[config.mk]
export PLATFORM = sky130hd
export DESIGN_NAME = riscv_icache_arb
export DESIGN_NICKNAME = d
export VERILOG_FILES = /design/src/rtl/riscv_icache_arb.sv
export SDC_FILE = /design/constraint.sdc
export NUM_CORES = 1
export LEC_CHECK = 0
export BUFFER_PORTS_ARGS = -buffer_cell sky130_fd_sc_hd__buf_2
export CORE_AREA = 4 4 83 85
export CTS_CLUSTER_SIZE = 28
export DETAILED_ROUTE_END_ITERATION = 8
export DIE_AREA = 0 0 87 89
export PLACE_DENSITY = 0.74
export SLEW_MARGIN = 20
export SYNTH_ARGS = -nofsm -noshare
export SYNTH_HDL_FRONTEND = slang
export SYNTH_SLANG_ARGS = --single-unit
export TNS_END_PERCENT = 1
[constraint.sdc]
create_clock -name clk_i -period 1.5 [get_ports clk_i]
set_clock_uncertainty 0.15 [all_clocks]
set_input_delay 0.075 -clock clk_i [delete_from_list [all_inputs] [get_ports clk_i]]
set_output_delay 0.075 -clock clk_i [all_outputs]
set_load 0.05 [all_outputs]
[src/rtl/riscv_icache_arb.sv]
// Two-requester arbiter sharing one icache port, with at most one fetch outstanding.
// Define RISCV_ICACHE_ARB_FIXED_PRIO_EN to make requester 0 win every tie (default: round-robin).
module riscv_icache_arb (
  input  logic        clk_i,
  input  logic        rst_i,
  input  logic        req0_rd_i,
  input  logic [31:0] req0_pc_i,
  input  logic [1:0]  req0_priv_i,
  input  logic        req0_flush_i,
  input  logic        req1_rd_i,
  input  logic [31:0] req1_pc_i,
  input  logic [1:0]  req1_priv_i,
  input  logic        req1_flush_i,
  output logic        req0_accept_o,
  output logic        req0_valid_o,
  output logic [31:0] req0_inst_o,
  output logic        req0_error_o,
  output logic        req0_page_fault_o,
  output logic        req1_accept_o,
  output logic        req1_valid_o,
  output logic [31:0] req1_inst_o,
  output logic        req1_error_o,
  output logic        req1_page_fault_o,
  output logic        icache_rd_o,
  output logic [31:0] icache_pc_o,
  output logic [1:0]  icache_priv_o,
  output logic        icache_flush_o,
  input  logic        icache_accept_i,
  input  logic        icache_valid_i,
  input  logic [31:0] icache_inst_i,
  input  logic        icache_error_i,
  input  logic        icache_page_fault_i
);

  typedef enum logic {StIdle = 1'b0, StBusy = 1'b1} state_t;

  state_t r_state, w_state_nxt;
  logic   r_owner, w_owner_nxt;
  logic   r_flush_pend, w_flush_pend_nxt;
  logic   r_hold, w_hold_nxt;
  logic   r_hold_gnt;
  logic   w_flush_any, w_rsp, w_flush_issue, w_arb_active;
  logic   w_grant, w_gnt_rd, w_rd, w_accept, w_tie_gnt;

`ifdef RISCV_ICACHE_ARB_FIXED_PRIO_EN
  assign w_tie_gnt = 1'b0;
`else
  logic r_last;

  assign w_tie_gnt = ~r_last;

  always_ff @(posedge clk_i or posedge rst_i) begin
    if (rst_i) begin
      r_last <= 1'b1;
    end else if (w_accept) begin
      r_last <= w_grant;
    end
  end
`endif

  always_comb begin
    w_flush_any   = req0_flush_i | req1_flush_i;
    w_rsp         = (r_state == StBusy) & icache_valid_i;
    w_flush_issue = r_flush_pend & (r_state == StIdle);
    // Any flush, pending or just arriving, blocks new grants so it reaches the cache first.
    w_arb_active  = ((r_state == StIdle) | w_rsp) & ~r_flush_pend & ~w_flush_any;

    if (r_hold && (r_hold_gnt ? req1_rd_i : req0_rd_i)) begin
      w_grant = r_hold_gnt;
    end else if (req0_rd_i && req1_rd_i) begin
      w_grant = w_tie_gnt;
    end else begin
      w_grant = req1_rd_i;
    end

    w_gnt_rd = w_grant ? req1_rd_i : req0_rd_i;
    w_rd     = w_arb_active & w_gnt_rd;
    w_accept = w_rd & icache_accept_i;

    w_state_nxt = r_state;
    unique case (r_state)
      StIdle:  if (w_accept) w_state_nxt = StBusy;
      StBusy:  if (w_rsp && !w_accept) w_state_nxt = StIdle;
      default: w_state_nxt = StIdle;
    endcase

    w_owner_nxt = w_accept ? w_grant : r_owner;

    // A flush arriving while one is being issued merges into that pulse.
    if (w_flush_issue) begin
      w_flush_pend_nxt = 1'b0;
    end else if (w_flush_any) begin
      w_flush_pend_nxt = 1'b1;
    end else begin
      w_flush_pend_nxt = r_flush_pend;
    end

    w_hold_nxt = w_rd & ~icache_accept_i;
  end

  always_ff @(posedge clk_i or posedge rst_i) begin
    if (rst_i) begin
      r_state      <= StIdle;
      r_owner      <= 1'b0;
      r_flush_pend <= 1'b0;
      r_hold       <= 1'b0;
      r_hold_gnt   <= 1'b0;
    end else begin
      r_state      <= w_state_nxt;
      r_owner      <= w_owner_nxt;
      r_flush_pend <= w_flush_pend_nxt;
      r_hold       <= w_hold_nxt;
      r_hold_gnt   <= w_grant;
    end
  end

  assign icache_rd_o    = w_rd;
  assign icache_pc_o    = w_rd ? (w_grant ? req1_pc_i : req0_pc_i) : 32'h0;
  assign icache_priv_o  = w_rd ? (w_grant ? req1_priv_i : req0_priv_i) : 2'b00;
  assign icache_flush_o = w_flush_issue;

  assign req0_accept_o = w_accept & ~w_grant;
  assign req1_accept_o = w_accept & w_grant;

  assign req0_valid_o = w_rsp & ~r_owner;
  assign req1_valid_o = w_rsp & r_owner;

  assign req0_inst_o       = w_rsp ? icache_inst_i : 32'h0;
  assign req1_inst_o       = w_rsp ? icache_inst_i : 32'h0;
  assign req0_error_o      = w_rsp & icache_error_i;
  assign req1_error_o      = w_rsp & icache_error_i;
  assign req0_page_fault_o = w_rsp & icache_page_fault_i;
  assign req1_page_fault_o = w_rsp & icache_page_fault_i;

endmodule

After elaboration in Yosys (flattened, before gate mapping)
Cells that the tools add are included.

Memory bits (writable): 0. Flip-flop bits (word level): 6. Memories kept: 0. Output and inout bits: 108. Bits in latches: 0. Word-level logic and storage cells: 47. Bits in read-only memories: 0. Input bits: 110.

Reductions and logical operators: 5. Magnitude comparators: 0. Multiplexer cells: 14. Multipliers: 0. Eq/ne operators: 0. Divide/modulo/power cells: 0. Bitwise logic cells: 22. Add/subtract/negate cells: 0. Shift-type cells: 0.

Operators with widths (number): 32-bit 2-to-1 mux (3); 1-bit bitwise AND (13); 1-bit 2-to-1 mux (8); 1-bit NOT (7); 2-bit 2-to-1 mux (2); 1-bit logical AND (3); 1-bit bitwise OR (2); 1-bit one-hot mux with 2 select lines (1); 2-bit nonzero test (1); 1-bit zero test (1).

Longest topological paths before layout
Depth in word-level cells: 10. Gate-level depth with buffers: 6. Mapped depth without buffers: 3.

Worst setup path after synthesis
No wires, ideal clock.

Path type: reg2out. Start point: register r_last. End point: output icache_pc_o[24]. Setup slack: -698 ps. Data required time: 1275 ps. Buffers on the path: 2. Stages on the path, launching flop included: 6. Arrival time: 1973 ps. Path through: dfstp_2 -> or2_1 -> a31oi_2 -> buf_6 -> buf_6 -> mux2i_1.

Longest elaborated chain between the ends: 6. Elaborated cells on any way between the ends: 7. Those cells by class: mux: 5; bitwise: 2.

RTL lines: from (decl) (RTL line 48) `logic r_last;`; from (signal assigned) (RTL line 56) `r_last <= w_grant;`; 1-bit NOT (*) (RTL line 50) `assign w_tie_gnt = ~r_last;`; 1-bit 2-to-1 mux (*) (RTL line 70) `end else if (req0_rd_i && req1_rd_i) begin`; 1-bit 2-to-1 mux (*) (RTL line 68) `if (r_hold && (r_hold_gnt ? req1_rd_i : req0_rd_i)) begin`; via w_grant (RTL line 43) `logic w_grant, w_gnt_rd, w_rd, w_accept, w_tie_gnt;`; 1-bit 2-to-1 mux (RTL line 76) `w_gnt_rd = w_grant ? req1_rd_i : req0_rd_i;`; 1-bit bitwise AND (RTL line 77) `w_rd = w_arb_active & w_gnt_rd;`; 32-bit 2-to-1 mux (*) (RTL line 118) `assign icache_pc_o = w_rd ? (w_grant ? req1_pc_i : req0_pc_i) : 32'h0;`; to (decl) (RTL line 25) `output logic [31:0] icache_pc_o,`.

The timed path passes the listed nets; every way through them passes the cells marked *.

Worst setup path after layout
Start point: register r_last. End point: output icache_pc_o[18].

Longest elaborated chain between the ends: 6. Elaborated cells on any way between the ends: 7. Those cells by class: mux: 5; bitwise: 2.

RTL lines (RTL line): 1-bit NOT (*) (50); 1-bit 2-to-1 mux (*) (70); 1-bit 2-to-1 mux (*) (68); 1-bit 2-to-1 mux (76); 1-bit bitwise AND (77); 32-bit 2-to-1 mux (*) (118).

Mark *: on every way between the ends. The rest lies on a longest branch, timed or not.

==> flow_summary.json <==
{
  "status": "complete, but fails checks",
  "violations": "setup timing",
  "hp-class": "in -> async",
  "rr_worst_depth": 4,
  "cp_num_cells": 6,
  "io_buffers": 217,
  "min_period_over_period_pct": 133.3,
  "switching_power_mw": 1.406,
  "rsz0062_at_grt": "true",
  "relSlewSlack_pct": 80.73,
  "fp.dieH_um": 89,
  "cp_top_family": "buffers and inverters",
  "drt-total-wl_mm": 8.191,
  "clock_latency_ps": 230,
  "reg2reg_slack_ps": -120,
  "endpoint": "icache_pc_o[18]",
  "nets": 527,
  "tightest_slew_ps": 288.2,
  "max_freq_mhz": 500.1,
  "wl_met2_mm": 4.496,
  "slew_viol_final": 0,
  "routed.top_layer": "met4",
  "cp.arrival_ps": 1770,
  "cp_data_required_time_ps": 1270,
  "ys_async_sr_fraction_pct": 100.0,
  "place.gp.congestion": 0.7703,
  "place_hpwl_mm": 6.254,
  "p_seq_share_pct": 9.4,
  "cp_slowest_cell": "dfstp_2",
  "clk_pin_slew_ps": 40,
  "switching_share_pct": 50.67,
  "yosysTopAreaCellShare_pct": 25.27,
  "synthTopCellsByArea": "nand4_1 25%, mux2i_1 20%, buf_4 17%, and3_1 14%, dfrtp_1 7.3%",
  "grt_pass1_wl_mm": 11.56,
  "synth_ff_type": "dfrtp_1",
  "grt_pass1_vias": 2335,
  "synth-seq-area-share_pct": 8.864,
  "multi_input_area_um2": 1523,
  "antenna_found_initial": 0,
  "syn_avg_cell_area_um2": 7.393,
  "cp.buffers_inverters": 3,
  "drt_first_pass_iters": 6,
  "drive_gt1_share_pct": 72.12,
  "comb_power_share_pct": 81.3,
  "crit_type": "reg -> out",
  "critPathMaxStageDelay_ps": 360,
  "syn_inst": 231,
  "timing.rr.start": "r_flush_pend",
  "crit_top_cell": "buf_12",
  "fin_ws_ps": -499.4,
  "cts_sinks": 6,
  "path_cells": "or2_4 -> a31oi_4 -> buf_12 -> buf_12 -> mux2i_4 -> buf_6",
  "cap_violations": 0,
  "fillers": 544,
  "vias_per_cell": 5.049,
  "setup_violations": 39,
  "p_int_mw": 1.369,
  "drtIter0Drc": 81,
  "reg2reg_to": "r_owner",
  "core_area_um2": 6205,
  "grtUsageTotal_pct": 18.24,
  "wl_met3_um": 467,
  "start_util_pct": 27.53,
  "gr-total-overflow": 0,
  "numCtsBuffers": 3,
  "antennaDiodeCount": 0,
  "die_x_um": 87,
  "regArea_um2": 151.4,
  "yosys-top-cells-count": "69 x nand4_1, 39 x buf_4, 37 x and3_1",
  "pre_cts_ws_ps": -380.5,
  "power_density_nw_per_um2": 745.1,
  "cts_tree": "built",
  "final-hold-violation-count": 0,
  "cp-start-kind": "flip-flop",
  "vias": 2489,
  "areaGrowthSynthToFinish_pct": 118.1,
  "period_needed_ps": 1999,
  "netlist_area_um2": 1708,
  "p_leak_nw": 1.820,
  "p_clk_share_pct": 9.3,
  "ant_nets": 0,
  "crit_fanout": 9,
  "synth_edf_count": 0,
  "wl_per_cell_um": 16.61,
  "ys_types": 19,
  "end_kind": "primary output",
  "cts_root_buf": "clkbuf_8",
  "ys_ff_latch": 6,
  "num_rows": 29,
  "ys_warn_count": 0,
  "fin_tns_setup_ps": -16120,
  "synth.net_count": 341,
  "io_pins": 218,
  "yosys.cell_count.top_type": "nand4_1",
  "met1_length_mm": 3.081,
  "grt_max_degree": 49,
  "drc": 0,
  "synth_area_leader_cell": "nand4_1",
  "ir_drop_v": 0.0005081,
  "design_power_total_mw": 2.775,
  "cts_buffer_depth": 2,
  "cts_max_level": 1,
  "crit_start": "r_last",
  "fp.dieArea_um2": 7743
}
-- worst min-delay path, stage by stage --
cell           delay (ps)
dlygate4sd3_1         530
buf_2                 120
inv_1                 190
-- kinds of logic (layout without fill, tap and decap cells) --
family	count (synthesis)	count (layout)	share of synthesized area, %
AND/OR/NAND/NOR	118	118	42.93
multiplexers	36	36	21.25
flip-flops	6	6	8.865
AO/OA/AOI/OAI	1	1	0.7325
buffers and inverters	70	255	26.23
-- repair_timing --
item                                    in CTS  in global routing
resized for setup                          116                 79
setup buffers                                0                  2
endpoints found under the setup margin     111                112
hold buffers                                 2                  0
pin swaps                                    2                  1
hold endpoints to repair                     7                  0
-- cells in the final DEF (no fill, tap or decap) --
cell type and count:
dfstp_2 1, dfrtp_1 5, nor2_2 1, mux2i_4 28, buf_2 109, and3_1 31
inv_1 2, and3_4 4, nand2b_2 1, nor3_4 1, a31oi_4 1, buf_12 9
nor2b_2 1, clkbuf_1 1, buf_4 70, buf_6 48, buf_8 1, and3_2 2
clkbuf_8 3, dlygate4sd3_1 2, nor2_1 2, nand2_1 3, mux2i_2 6, mux2_2 2
clkbuf_4 10, nand4_1 69, or2_4 1, nor2b_1 1, or2_2 1
-- layer usage --
| layer | GRT usage, % | vias to the layer above |
|---|---|---|
| li1 | - | 1216 |
| met1 | 23.12 | 1166 |
| met2 | 32.78 | 89 |
| met3 | 3.502 | 18 |
| met4 | 2.550 | 0 |
| met5 | 0 | - |
-- layout make-up --
cell class | instances | area share (%)
clock buffers | 4 | 1.209
multi-input cells | 155 | 40.88
well taps | 77 | 2.586
inverters | 2 | 0.2015
repair buffers | 249 | 51.06
flip-flops and latches | 6 | 4.064
-- registers in the layout, summed over array words and instances, names as in the netlist --
register and count:
r_flush_pend 1, r_hold 1, r_hold_gnt 1, r_last 1, r_owner 1, r_state 1
-- through the flow --
stage / hold slack [ps] / std cells / cell area (um^2) / util (%)
final: 166.3 / 493 / 3725 / 60.03
after CTS: 154.9 / 491 / 3560 / 57.37
after detailed placement: -128.4 / 485 / 3149 / 50.76
after global placement: -135.2 / 485 / 3149 / 50.76
after floorplan: -284.8 / 231 / 2113 / -
after global routing: 201.0 / 493 / 3725 / 60.03
-- power groups by stage --
stage / combinational (mW) / sequential, mW / clock, mW
3_5_place_dp: 2.01 / 0.260 / 0
3_3_place_gp: 1.98 / 0.257 / 0
4_1_cts: 2.18 / 0.261 / 0.272
2_1_floorplan: 1.51 / 0.247 / 0
5_1_grt: 2.37 / 0.267 / 0.281
6_report: 2.26 / 0.260 / 0.259
-- how the worst min path moves through the flow --
stage,start,to,slack [ps],cells after the start
CTS,req1_flush_i,r_flush_pend,150,4
finish,rst_i,r_hold_gnt,170,3
global route,req1_flush_i,r_flush_pend,200,4
global placement,rst_i,r_state,-140,2
detailed placement,rst_i,r_state,-130,2
floorplan,rst_i,r_flush_pend,-280,1
Power figures use the tool's default switching activity.
